==> src/rtl/track_lookup_arbiter.sv <==
// track_lookup_arbiter
// Shares the single read port of the track tile/obstacle BRAM. The racer view
// renderer owns the port during active video. The player and opponent lookups
// are served during blanking through a req/ack handshake with round-robin
// arbitration and one outstanding lookup at a time.
module track_lookup_arbiter #(
    parameter int ADDR_W   = 8,
    parameter int DATA_W   = 8,
    parameter int H_ACTIVE = 1024,
    parameter int V_ACTIVE = 768,
    parameter int RAM_LAT  = 2
) (
    input  logic              clk_in,
    input  logic              rst_in,
    input  logic [10:0]       hcount_in,
    input  logic [9:0]        vcount_in,
    input  logic [ADDR_W-1:0] render_addr_in,
    output logic [DATA_W-1:0] render_data_out,
    output logic              render_valid_out,
    input  logic              p0_req_in,
    input  logic [ADDR_W-1:0] p0_addr_in,
    output logic              p0_ack_out,
    output logic [DATA_W-1:0] p0_data_out,
    input  logic              p1_req_in,
    input  logic [ADDR_W-1:0] p1_addr_in,
    output logic              p1_ack_out,
    output logic [DATA_W-1:0] p1_data_out,
    output logic [ADDR_W-1:0] ram_addr_out,
    input  logic [DATA_W-1:0] ram_data_in
);

    localparam int CNT_W = $clog2(RAM_LAT + 1);

    typedef enum logic {
        ST_IDLE,
        ST_WAIT
    } state_t;

    state_t state, state_next;

    logic              blank;
    logic              active;
    logic              any_req;
    logic              grant_p1;
    logic              grant_now;
    logic              lookup_done;
    logic              rr_last;
    logic              grant_id;
    logic [CNT_W-1:0]  wait_cnt;
    logic [ADDR_W-1:0] last_addr;
    logic [RAM_LAT-1:0] valid_sr;

    assign blank   = (hcount_in >= 11'(H_ACTIVE)) || (vcount_in >= 10'(V_ACTIVE));
    assign active  = ~blank;
    assign any_req = p0_req_in | p1_req_in;

    // rr_last = 1 means p1 won last, so on a tie p1 only wins when p0 won last.
    assign grant_p1 = p1_req_in & (~p0_req_in | ~rr_last);

    assign render_data_out  = ram_data_in;
    assign render_valid_out = valid_sr[RAM_LAT-1];

    // State register for the lookup arbiter.
    always_ff @(posedge clk_in) begin
        if (rst_in) begin
            state <= ST_IDLE;
        end else begin
            state <= state_next;
        end
    end

    // Next state: grant in blanking when someone asks, return once the BRAM data is due.
    always_comb begin
        state_next = state;
        case (state)
            ST_IDLE: if (blank && any_req) state_next = ST_WAIT;
            ST_WAIT: if (wait_cnt == CNT_W'(1)) state_next = ST_IDLE;
            default: state_next = ST_IDLE;
        endcase
    end

    // Outputs of the FSM plus the BRAM address mux (renderer always wins during active).
    always_comb begin
        grant_now    = 1'b0;
        lookup_done  = 1'b0;
        ram_addr_out = last_addr;
        case (state)
            ST_IDLE: grant_now   = blank & any_req;
            ST_WAIT: lookup_done = (wait_cnt == CNT_W'(1));
            default: ;
        endcase
        if (active) begin
            ram_addr_out = render_addr_in;
        end else if (grant_now) begin
            ram_addr_out = grant_p1 ? p1_addr_in : p0_addr_in;
        end
    end

    // Grant bookkeeping, latency countdown, result capture and the ack pulses.
    always_ff @(posedge clk_in) begin
        if (rst_in) begin
            rr_last     <= 1'b1;
            grant_id    <= 1'b0;
            wait_cnt    <= '0;
            p0_ack_out  <= 1'b0;
            p1_ack_out  <= 1'b0;
            p0_data_out <= '0;
            p1_data_out <= '0;
        end else begin
            p0_ack_out <= lookup_done & ~grant_id;
            p1_ack_out <= lookup_done & grant_id;
            if (grant_now) begin
                grant_id <= grant_p1;
                rr_last  <= grant_p1;
                wait_cnt <= CNT_W'(RAM_LAT);
            end else if ((state == ST_WAIT) && (wait_cnt != '0)) begin
                wait_cnt <= wait_cnt - CNT_W'(1);
            end
            if (lookup_done) begin
                if (grant_id) begin
                    p1_data_out <= ram_data_in;
                end else begin
                    p0_data_out <= ram_data_in;
                end
            end
        end
    end

    // Remember the address last presented so blanking cycles without a grant hold it.
    always_ff @(posedge clk_in) begin
        if (rst_in) begin
            last_addr <= '0;
        end else begin
            last_addr <= ram_addr_out;
        end
    end

    // Delay the active flag by the BRAM latency so valid lines up with render_data_out.
    always_ff @(posedge clk_in) begin
        if (rst_in) begin
            valid_sr <= '0;
        end else begin
            valid_sr <= (valid_sr << 1) | RAM_LAT'(active);
        end
    end

endmodule

==> config.mk <==
export PLATFORM = sky130hd
export DESIGN_NAME = track_lookup_arbiter
export DESIGN_NICKNAME = d
export VERILOG_FILES = /design/src/rtl/track_lookup_arbiter.sv
export SDC_FILE = /design/constraint.sdc
export NUM_CORES = 1
export LEC_CHECK = 0
export CAP_MARGIN = 20
export CELL_PAD_IN_SITES_DETAIL_PLACEMENT = 0
export CELL_PAD_IN_SITES_GLOBAL_PLACEMENT = 2
export CORE_ASPECT_RATIO = 0.9
export CORE_MARGIN = 3
export CORE_UTILIZATION = 18
export DETAILED_ROUTE_END_ITERATION = 7
export HOLD_SLACK_MARGIN = 0.03
export PLACE_DENSITY = 0.77
export SYNTH_ARGS = -nofsm -noshare
export SYNTH_HDL_FRONTEND = slang
export SYNTH_SLANG_ARGS = --single-unit
==> constraint.sdc <==
create_clock -name clk_in -period 1.35 [get_ports clk_in]
set_clock_uncertainty 0.05 [all_clocks]
set_input_delay 0.2025 -clock clk_in [delete_from_list [all_inputs] [get_ports clk_in]]
set_output_delay 0.2025 -clock clk_in [all_outputs]
set_load 0.1 [all_outputs]
==> results.md, run 1 <==
* Status: finished, violations left
* Failing checks: setup timing
* Vias in the first global route at 1617
* Async S/R FF share, synth at 0
* DIE WIDTH at between 100 and 150 um
* RD Place Congestion at 0.711
* DR iter-0 viols at 63
* Starting Density at 0.188
* Multi-input logic area at 1030 um2
* Required time of the worst setup path at 1.10 ns
* Sequential share of the synthesized area at 0.404
* CTS tree: built
* Design area at 3350 um2
* Die H at 96.4 um
* Final setup TNS at -4.09 ns
* Post-Route WL at 5270 um
* Ports at 92
* Measured slew at the worst slew-check pin at 0.306 ns
* Clk pwr share at 0.239
* H-Tree Depth at 2
* Worst-path clk slew at 0.07 ns
* CTS Buffer Depth at 2
* Largest net degree at the start of global routing at 24
* Routed WL per cell at 13.2 um
* N_diodes at 0
* Layer with the highest usage: met2
* First-pass GRT wire length at 8280 um
* Sink Count at 33
* Met2 GRT Util at 0.169
* GR met3 Demand/Resource at 0.0312
* Mapped Cells at 187
* # nets final at ~340
* Final core utilization at 0.386
* Share of layout cells above drive strength 1 at 0.419
* Syn nets at around 250
* Drt pass-1 iters at 5
* Worst-skew pair later-pin latency at 0.28 ns
* Register Area at 667 um2
* Final WS setup at -0.518 ns
* CP Launch Type: flip-flop
* Post-detailed-route count of antenna-violating nets at 0
* EDFF count, synth at 0
* Core box area at 8690 um2
* Layout area overhead at 105%
* Post-Syn Area per Cell at 8.74 um2
* FILL cells at 863
* Detail Placement HPWL at 3970 um
* Total GRT Usage at 0.102
* Worst slew margin at 0.795
* MaxCap Viol Count at 0
* Internal power at 1.96 mW
* Min-Delay Path Class: reg2reg
* Global routing met1 resource utilization at 0.131
* Root buffer cell: clkbuf_8
* Total chip power at about 3.1 mW
* Final setup viols at 10
* Buf/Inv on CP at 1
* Pleak at 1.38 nW
* Most frequent cells in the layout: 40 x buf_12, 36 x clkdlybuf4s50_1, 30 x nor2_1, 30 x dfxtp_1
* Cell Pwr Density at 925 nW/um2
* Site row count at 32
* RSZ-0062 raised after global routing: true
* Comb power frac at 0.424
* Synth Flop Type: dfxtp_1
* Largest fanout on the critical path at 8
* Post-Place Cell Area at 3150 um2
* CTS buffer count at 5
* DR vias at about 1.6k
* Netlist cell types at 33
* CP peak stage delay at 0.35 ns
* Grt total ovfl at 0
* Sw Pwr at 1.14 mW
* Worst hold slack at 0.407 ns
* Min Tclk post-route at 1.87 ns
* Final Slew Violations at 0
* Number of remaining DRC errors at 0
* Port Buffers at 73
* Seq cells post-synth at 33
* CP top delay family: compound AO/OA/AOI/OAI gates
* Max frequency at 535 MHz
* Most common cell after layout, fill and taps aside: buf_12
* Crit path cell chain: nand2b_4 -> a32o_2 -> o31ai_4 -> buf_12
* Fin. Hold Viols at 0
* Yosys synthesis warning count at 0
* CP Capture Type: primary output
* Switching Fraction at 0.368
* Critical path arrival at 1.62 ns
* Sequential share of power at 0.336
* Die area at 10300 um2
* Fin crit share at 1.38
* Maximum VDD drop at roughly 320 uV
* Slowest cell on crit path: dfxtp_2
* Initial antenna violation count at 0
* Crit Path Category: reg2out
* DR vias/cell at 4.13
* Post-synthesis instance area at 1630 um2
[layer usage]
metal	wire, um	vias up
met5	0	-
met4	33	0
met3	303	4
met2	2590	38
met1	2340	769
li1	-	831
[power groups by stage]
| stage | Clock [mW] | Combinational (mW) | Sequential, mW |
|---|---|---|---|
| 2_1_floorplan | 0 | 0.724 | 1.08 |
| 4_1_cts | 0.779 | 1.29 | 1.04 |
| 3_5_place_dp | 0 | 1.27 | 1.06 |
| 5_1_grt | 0.824 | 1.38 | 1.05 |
| 6_report | 0.742 | 1.32 | 1.04 |
| 3_3_place_gp | 0 | 1.26 | 1.06 |
[flip-flops by register name, summed over array words and instances, names as in the netlist]
register	count
grant_id	1
last_addr	8
p0_ack_out	1
p0_data_out	8
p1_ack_out	1
p1_data_out	8
rr_last	1
state	1
valid_sr	2
wait_cnt	2
[kinds of logic (layout without fill, tap and decap cells)]
kind of cell	after synthesis	after routing	share of synthesized area
compound gates	43	43	0.229
xor+xnor	1	1	0.00536
simple gates	74	74	0.203
fa+ha+maj	2	2	0.0153
mux	9	9	0.0559
buf+inv	25	117	0.0873
flops	33	33	0.404
[final timing paths]
| path | start | to | slack, ns | cells past startpoint |
|---|---|---|---|---|
| hold reg to reg | valid_sr[0] | valid_sr[1] | 0.41 | 1 |
| hold / removal | valid_sr[0] | valid_sr[1] | 0.41 | 1 |
| setup / recovery | rr_last | ram_addr_out[0] | -0.52 | 4 |
| setup reg to reg | state | last_addr[6] | -0.11 | 6 |
[synth_stat cells (all sizes together) (3+ instances only)]
cell / count / share of area
inv: 3 / 0.0069
a21oi: 12 / 0.037
nand2: 24 / 0.055
mux2i: 8 / 0.049
a32o: 7 / 0.043
o31ai: 7 / 0.032
buf: 15 / 0.062
o41ai: 7 / 0.070
dfxtp: 33 / 0.40
clkbuf: 7 / 0.018
nand3b: 9 / 0.041
nor2: 33 / 0.076
[final cells by class]
class,count,area share
clock buffers,5,0.0205
repair buffers,106,0.419
multi-input cells,129,0.309
flip-flops and latches,33,0.199
clock inverters,3,0.00523
well taps,119,0.0444
inverters,3,0.00336
[metrics by stage]
stage / cells / setup WS, ns
floorplan: 187 / -0.570
global placement: 386 / -0.614
detailed placement: 386 / -0.698
CTS: 396 / -0.527
global route: 398 / -0.567
finish: 398 / -0.518
[what timing repair did]
item / CTS / global route
pin swaps: 17 / 6
gates resized for setup: 13 / 13
setup endpoints to repair: 17 / 33
setup buffers: 1 / 2
cloned: 1 / 0
hold buffers: 0 / 0
No activity file was read; power rests on OpenSTA's default activity.
==> inputs of run 2 (changes only) <==
MAX_ROUTING_LAYER = met4   (was not set)
==> run 2 against run 1 <==
The flow still finishes with violations (setup timing); non-clock buffer count did not move; utilization stayed put; routed wire length fell by 0.32%; critical path type unchanged; critical endpoint unchanged.
==> results.md, run 2 (same netlist as run 1, synthesis figures left out) <==
* Ports at 92
* Final setup viols at 11
* Core box area at 8690 um2
* # nets final at between 300 and 400
* Fin. Hold Viols at 0
* Final Slew Violations at 0
* N_diodes at 0
* First-pass GRT wire length at 8250 um
* Share of layout cells above drive strength 1 at 0.419
* Worst-path clk slew at approximately 0.070 ns
* CP Capture Type: primary output
* Largest regs: last_addr x8, p0_data_out x8, p1_data_out x8
* Final core utilization at 0.386
* Post-detailed-route count of antenna-violating nets at 0
* DR vias at 1643
* Pleak at 1.38 nW
* Failing checks: setup timing
* Largest fanout on the critical path at 8
* Crit Path Category: reg2out
* Root buffer cell: clkbuf_8
* Placed insts at 386
* Measured slew at the worst slew-check pin at 0.306 ns
* Design area at 3350 um2
* Starting Density at 0.188
* Min-Delay Path Class: reg2reg
* Initial antenna violation count at 0
* Number of remaining DRC errors at 0
* Most common cell after layout, fill and taps aside: buf_12
* DR iter-0 viols at 68
* Worst hold slack at 0.407 ns
* Total chip power at 3.10 mW
* Critical path arrival at 1.61 ns
* Post-Place Cell Area at 3150 um2
* Sink Count at 33
* Required time of the worst setup path at 1.10 ns
* CP Launch Type: flip-flop
* Layout area overhead at 105%
* Routed WL per cell at 13.2 um
* Drt pass-1 iters at 4
* Cts hold-fix bufs at 0
* CTS Buffer Depth at 2
* DIE WIDTH at approximately 110 um
* Final setup TNS at -4.06 ns
* DR vias/cell at approximately 4.1
* Max frequency at ~540 MHz
* Min Tclk post-route at 1.87 ns
* Vias in the first global route at between 1.5k and 2k
* Cell Pwr Density at 925 nW/um2
* CTS buffer count at 5
* Total GRT Usage at 0.105
* FILL cells at 863
* Multi-input logic area at 1030 um2
* Port Buffers at between 70 and 80
* RSZ-0062 raised after global routing: true
* Post-Route WL at 5250 um
* Most frequent cells in the layout: 40 x buf_12, 36 x clkdlybuf4s50_1, 30 x nor2_1, 30 x dfxtp_1
* Register Area at 667 um2
* MaxCap Viol Count at 0
* Site row count at 32
* Grt total ovfl at 0
* Fin crit share at 1.38
* Detail Placement HPWL at 3970 um
* Non-Filler Instances at 398
* Place WS at -0.698 ns
* Die H at 96.4 um
* H-Tree Depth at 2
* RD Place Congestion at 0.719
* Worst-skew pair later-pin latency at 0.28 ns
* Largest net degree at the start of global routing at 24
* Final WS setup at -0.516 ns
* Die area at about 10000 um2
* CTS tree: built
* Maximum VDD drop at 323 uV
* Worst slew margin at 0.795
* Status: finished, violations left
## run 2: cell counts in the layout (fill, tap and decap cells not counted)
No cell type changed its count.
## run 2: path summary, 6_finish.rpt
kind                     from              end  slack [ns]  depth (start not counted)
setup / recovery      rr_last  ram_addr_out[0]       -0.52                          4
hold / removal    valid_sr[0]      valid_sr[1]        0.41                          1
setup reg to reg        state     last_addr[6]       -0.11                          6
hold reg to reg   valid_sr[0]      valid_sr[1]        0.41                          1
## run 2: timing repair
item                                    CTS  global route
gates resized for setup                  13            13
gates cloned                              1             0
hold endpoints to repair                  0             0
setup buffers                             1             2
pin swaps                                17             6
endpoints found under the setup margin   17            33
## run 2: area by class of cell
class,count,share of cell area
tap,119,0.0444
multi-input combinational,129,0.309
clock buffer,5,0.0205
timing repair buffer,106,0.419
clock inverter,3,0.00523
sequential,33,0.199
inverter,3,0.00336
## run 2: per-layer routing
| metal | part of all wire | global-route usage | wire length [um] | vias up |
|---|---|---|---|---|
| li1 | - | - | - | 831 |
| met1 | 0.44 | 0.129 | 2340 | 765 |
| met2 | 0.49 | 0.170 | 2550 | 42 |
| met3 | 0.058 | 0.0292 | 302 | 5 |
| met4 | 0.012 | 0.0288 | 61 | 0 |
| met5 | 0 | - | 0 | - |
## run 2: power by group
group / total [mW] / internal [mW] / leakage [nW] / switching (mW)
clock: 0.743 / 0.356 / 0.0439 / 0.387
sequential: 1.04 / 1.02 / 0.270 / 0.0242
combinational: 1.32 / 0.586 / 1.07 / 0.729
total: 3.10 / 1.96 / 1.38 / 1.14
## run 2: worst max-delay path, cell delays in order (launching register included)
cell and delay, ns:
dfxtp_2 0.35, nand2b_4 0.18, a32o_2 0.31, o31ai_4 0.28
buf_12 0.21
==> inputs of run 3 (changes only) <==
CORE_UTILIZATION = 19   (was 18)
CTS_BUF_LIST = sky130_fd_sc_hd__clkbuf_4   (was not set)
PLACE_DENSITY = 0.81   (was 0.77)
==> run 3 against run 2 <==
The flow still finishes with violations (setup timing); total power increased by 1.4%; cell count decreased by 0.50%; critical path depth increased by 1; global-route usage increased by 0.44 points; critical endpoint is now ram_addr_out[7].
==> results.md, run 3 (same netlist as run 1, synthesis figures left out) <==
* Slowest cell on crit path: dfxtp_4
* Share of layout cells above drive strength 1 at 0.427
* Maximum VDD drop at between 400 and 500 uV
* Starting Density at 0.199
* # nets final at 339
* Sequential share of power at 0.333
* Port Buffers at 73
* DR iter-0 viols at 45
* Die area at 9750 um2
* Final core utilization at 0.414
* Post-Place Cell Area at 3190 um2
* Reg2Reg Depth at 5
* DR vias at 1647
* Min Tclk post-route at between 1.5 and 2 ns
* Site row count at 31
* Final Slew Violations at 0
* Most frequent cells in the layout: 41 x buf_12, 36 x clkdlybuf4s50_1, 30 x dfxtp_1, 28 x nor2_1, 24 x nand2_1
* Required time of the worst setup path at 1.10 ns
* Largest regs: last_addr x8, p0_data_out x8, p1_data_out x8
* Ports at 92
* RSZ-0062 raised after global routing: true
* Layout area overhead at 108%
* Startpoint of the worst register-to-register path: state
* Largest net degree at the start of global routing at 21
* RD Place Congestion at 0.827
* Place WS at -0.673 ns
* H-Tree Depth at 2
* Switching Fraction at 0.350
* Worst-skew pair later-pin latency at around 0.33 ns
* Internal power at 2.04 mW
* Root buffer cell: clkbuf_4
* Hold wc startpoint: valid_sr[0]
* Failing checks: setup timing
* CP top delay family: compound AO/OA/AOI/OAI gates
* Drt pass-1 iters at 4
* Crit path top cell by count: buf_12
* Total GRT Usage at 0.109
* Comb power frac at 0.432
* First-pass GRT wire length at 8250 um
* Final setup TNS at -4.36 ns
* Final WS setup at -0.561 ns
* Routed WL per cell at 13.1 um
* WHS Path Cells at 1
* Hold endpoint: valid_sr[1]
* Sw Pwr at between 1 and 1.5 mW
* Design area at 3400 um2
* Post-Route WL at a little over 5000 um
* Pleak at 1.40 nW
* Setup bufs post-CTS at 0
* Worst slew margin at 0.815
* DR vias/cell at 4.16
* Fin. Hold Viols at 0
* Status: finished, violations left
* Cell Pwr Density at 924 nW/um2
* Critical path arrival at 1.66 ns
* Detail Placement HPWL at 4000 um
* Number of remaining DRC errors at 0
* Min-Delay Path Class: reg2reg
* CP Capture Type: primary output
* Crit Path Category: reg2out
* CTS tree: built
* Clk pwr share at 0.235
* Measured slew at the worst slew-check pin at 0.277 ns
* Buf/Inv on CP at 2
* Grt total ovfl at 0
* Reg-to-reg endpoint: last_addr[3]
* CP Launch Type: flip-flop
* Post-detailed-route count of antenna-violating nets at 0
* CTS buffer count at 5
* Worst hold slack at 0.400 ns
* Vias in the first global route at 1620
* Critical Path Stages at 5
* Die H at 94.0 um
* FILL cells at 819
* Crit path cell chain: buf_12 -> nor2_2 -> a32o_2 -> o31ai_4 -> buf_12
* CP peak stage delay at 0.41 ns
* CTS Buffer Depth at 2
* Sink Count at 33
* Core box area at about 8200 um2
* Max frequency at 523 MHz
* Initial antenna violation count at 0
* Fin crit share at 1.42
* DIE WIDTH at 104 um
* MaxCap Viol Count at 0
* Worst-path clk slew at 0.10 ns
* Most common cell after layout, fill and taps aside: buf_12
* R2r setup slk at -0.04 ns
* Final setup viols at 12
* Cts hold-fix bufs at 0
* Largest fanout on the critical path at 8
* N_diodes at 0
[run 3: cell count changes in the layout (fill, tap and decap cells not counted), sizes merged]
cell / previous run / this run
buf: 68 / 69
clkbuf: 5 / 7
bufinv: 0 / 1
inv: 3 / 2
clkinvlp: 1 / 0
[run 3: metrics by stage]
step | std cells | power [mW]
detailed placement | 386 | 2.35
finish | 396 | 3.14
global placement | 386 | 2.34
CTS | 395 | 3.15
floorplan | 187 | 1.80
global route | 396 | 3.28
[run 3: cell type report]
type                            count  area (um2)  share of cell area
Tap cell                          115         144              0.0423
Timing Repair Buffer              108        1460               0.429
Multi-Input combinational cell    129        1040               0.305
Clock buffer                        6        45.0              0.0132
Sequential cell                    33         667               0.196
Clock inverter                      2        33.8             0.00992
Inverter                            3        16.3             0.00478
[run 3: worst register-to-register path, stage by stage, from the launching register on]
cell and delay [ns]:
dfxtp_4 0.41, buf_12 0.12, nor2_1 0.05, a32o_2 0.30, buf_6 0.13, o41ai_2 0.25
[run 3: power by group through the flow]
stage                     clock [mW]  sequential, mW  combinational [mW]
final                          0.738            1.05                1.36
after global routing           0.801            1.05                1.42
after CTS                      0.773            1.04                1.33
after detailed placement           0            1.06                1.29
after global placement             0            1.06                1.28
after floorplan                    0            1.08               0.724
[run 3: how the worst max path moves through the flow]
stage | startpoint | to | slack [ns]
after global placement | p1_req_in | ram_addr_out[5] | -0.60
final | state | ram_addr_out[7] | -0.56
after CTS | state | ram_addr_out[6] | -0.58
after detailed placement | p1_req_in | ram_addr_out[5] | -0.67
after floorplan | rr_last | ram_addr_out[0] | -0.57
after global routing | state | ram_addr_out[6] | -0.63
[run 3: per-layer routing]
layer  vias up  track usage  routed length, um
met4         0       0.0343                 69
met3         6       0.0247                175
li1        844            -                  -
met2        35        0.165               2470
met1       762        0.146               2470
met5         -            -                  0
[run 3: what timing repair did]
item | in CTS | in global routing
resized for setup | 19 | 14
pin swaps | 2 | 9
setup endpoints to repair | 17 | 24
gates cloned | 1 | 1
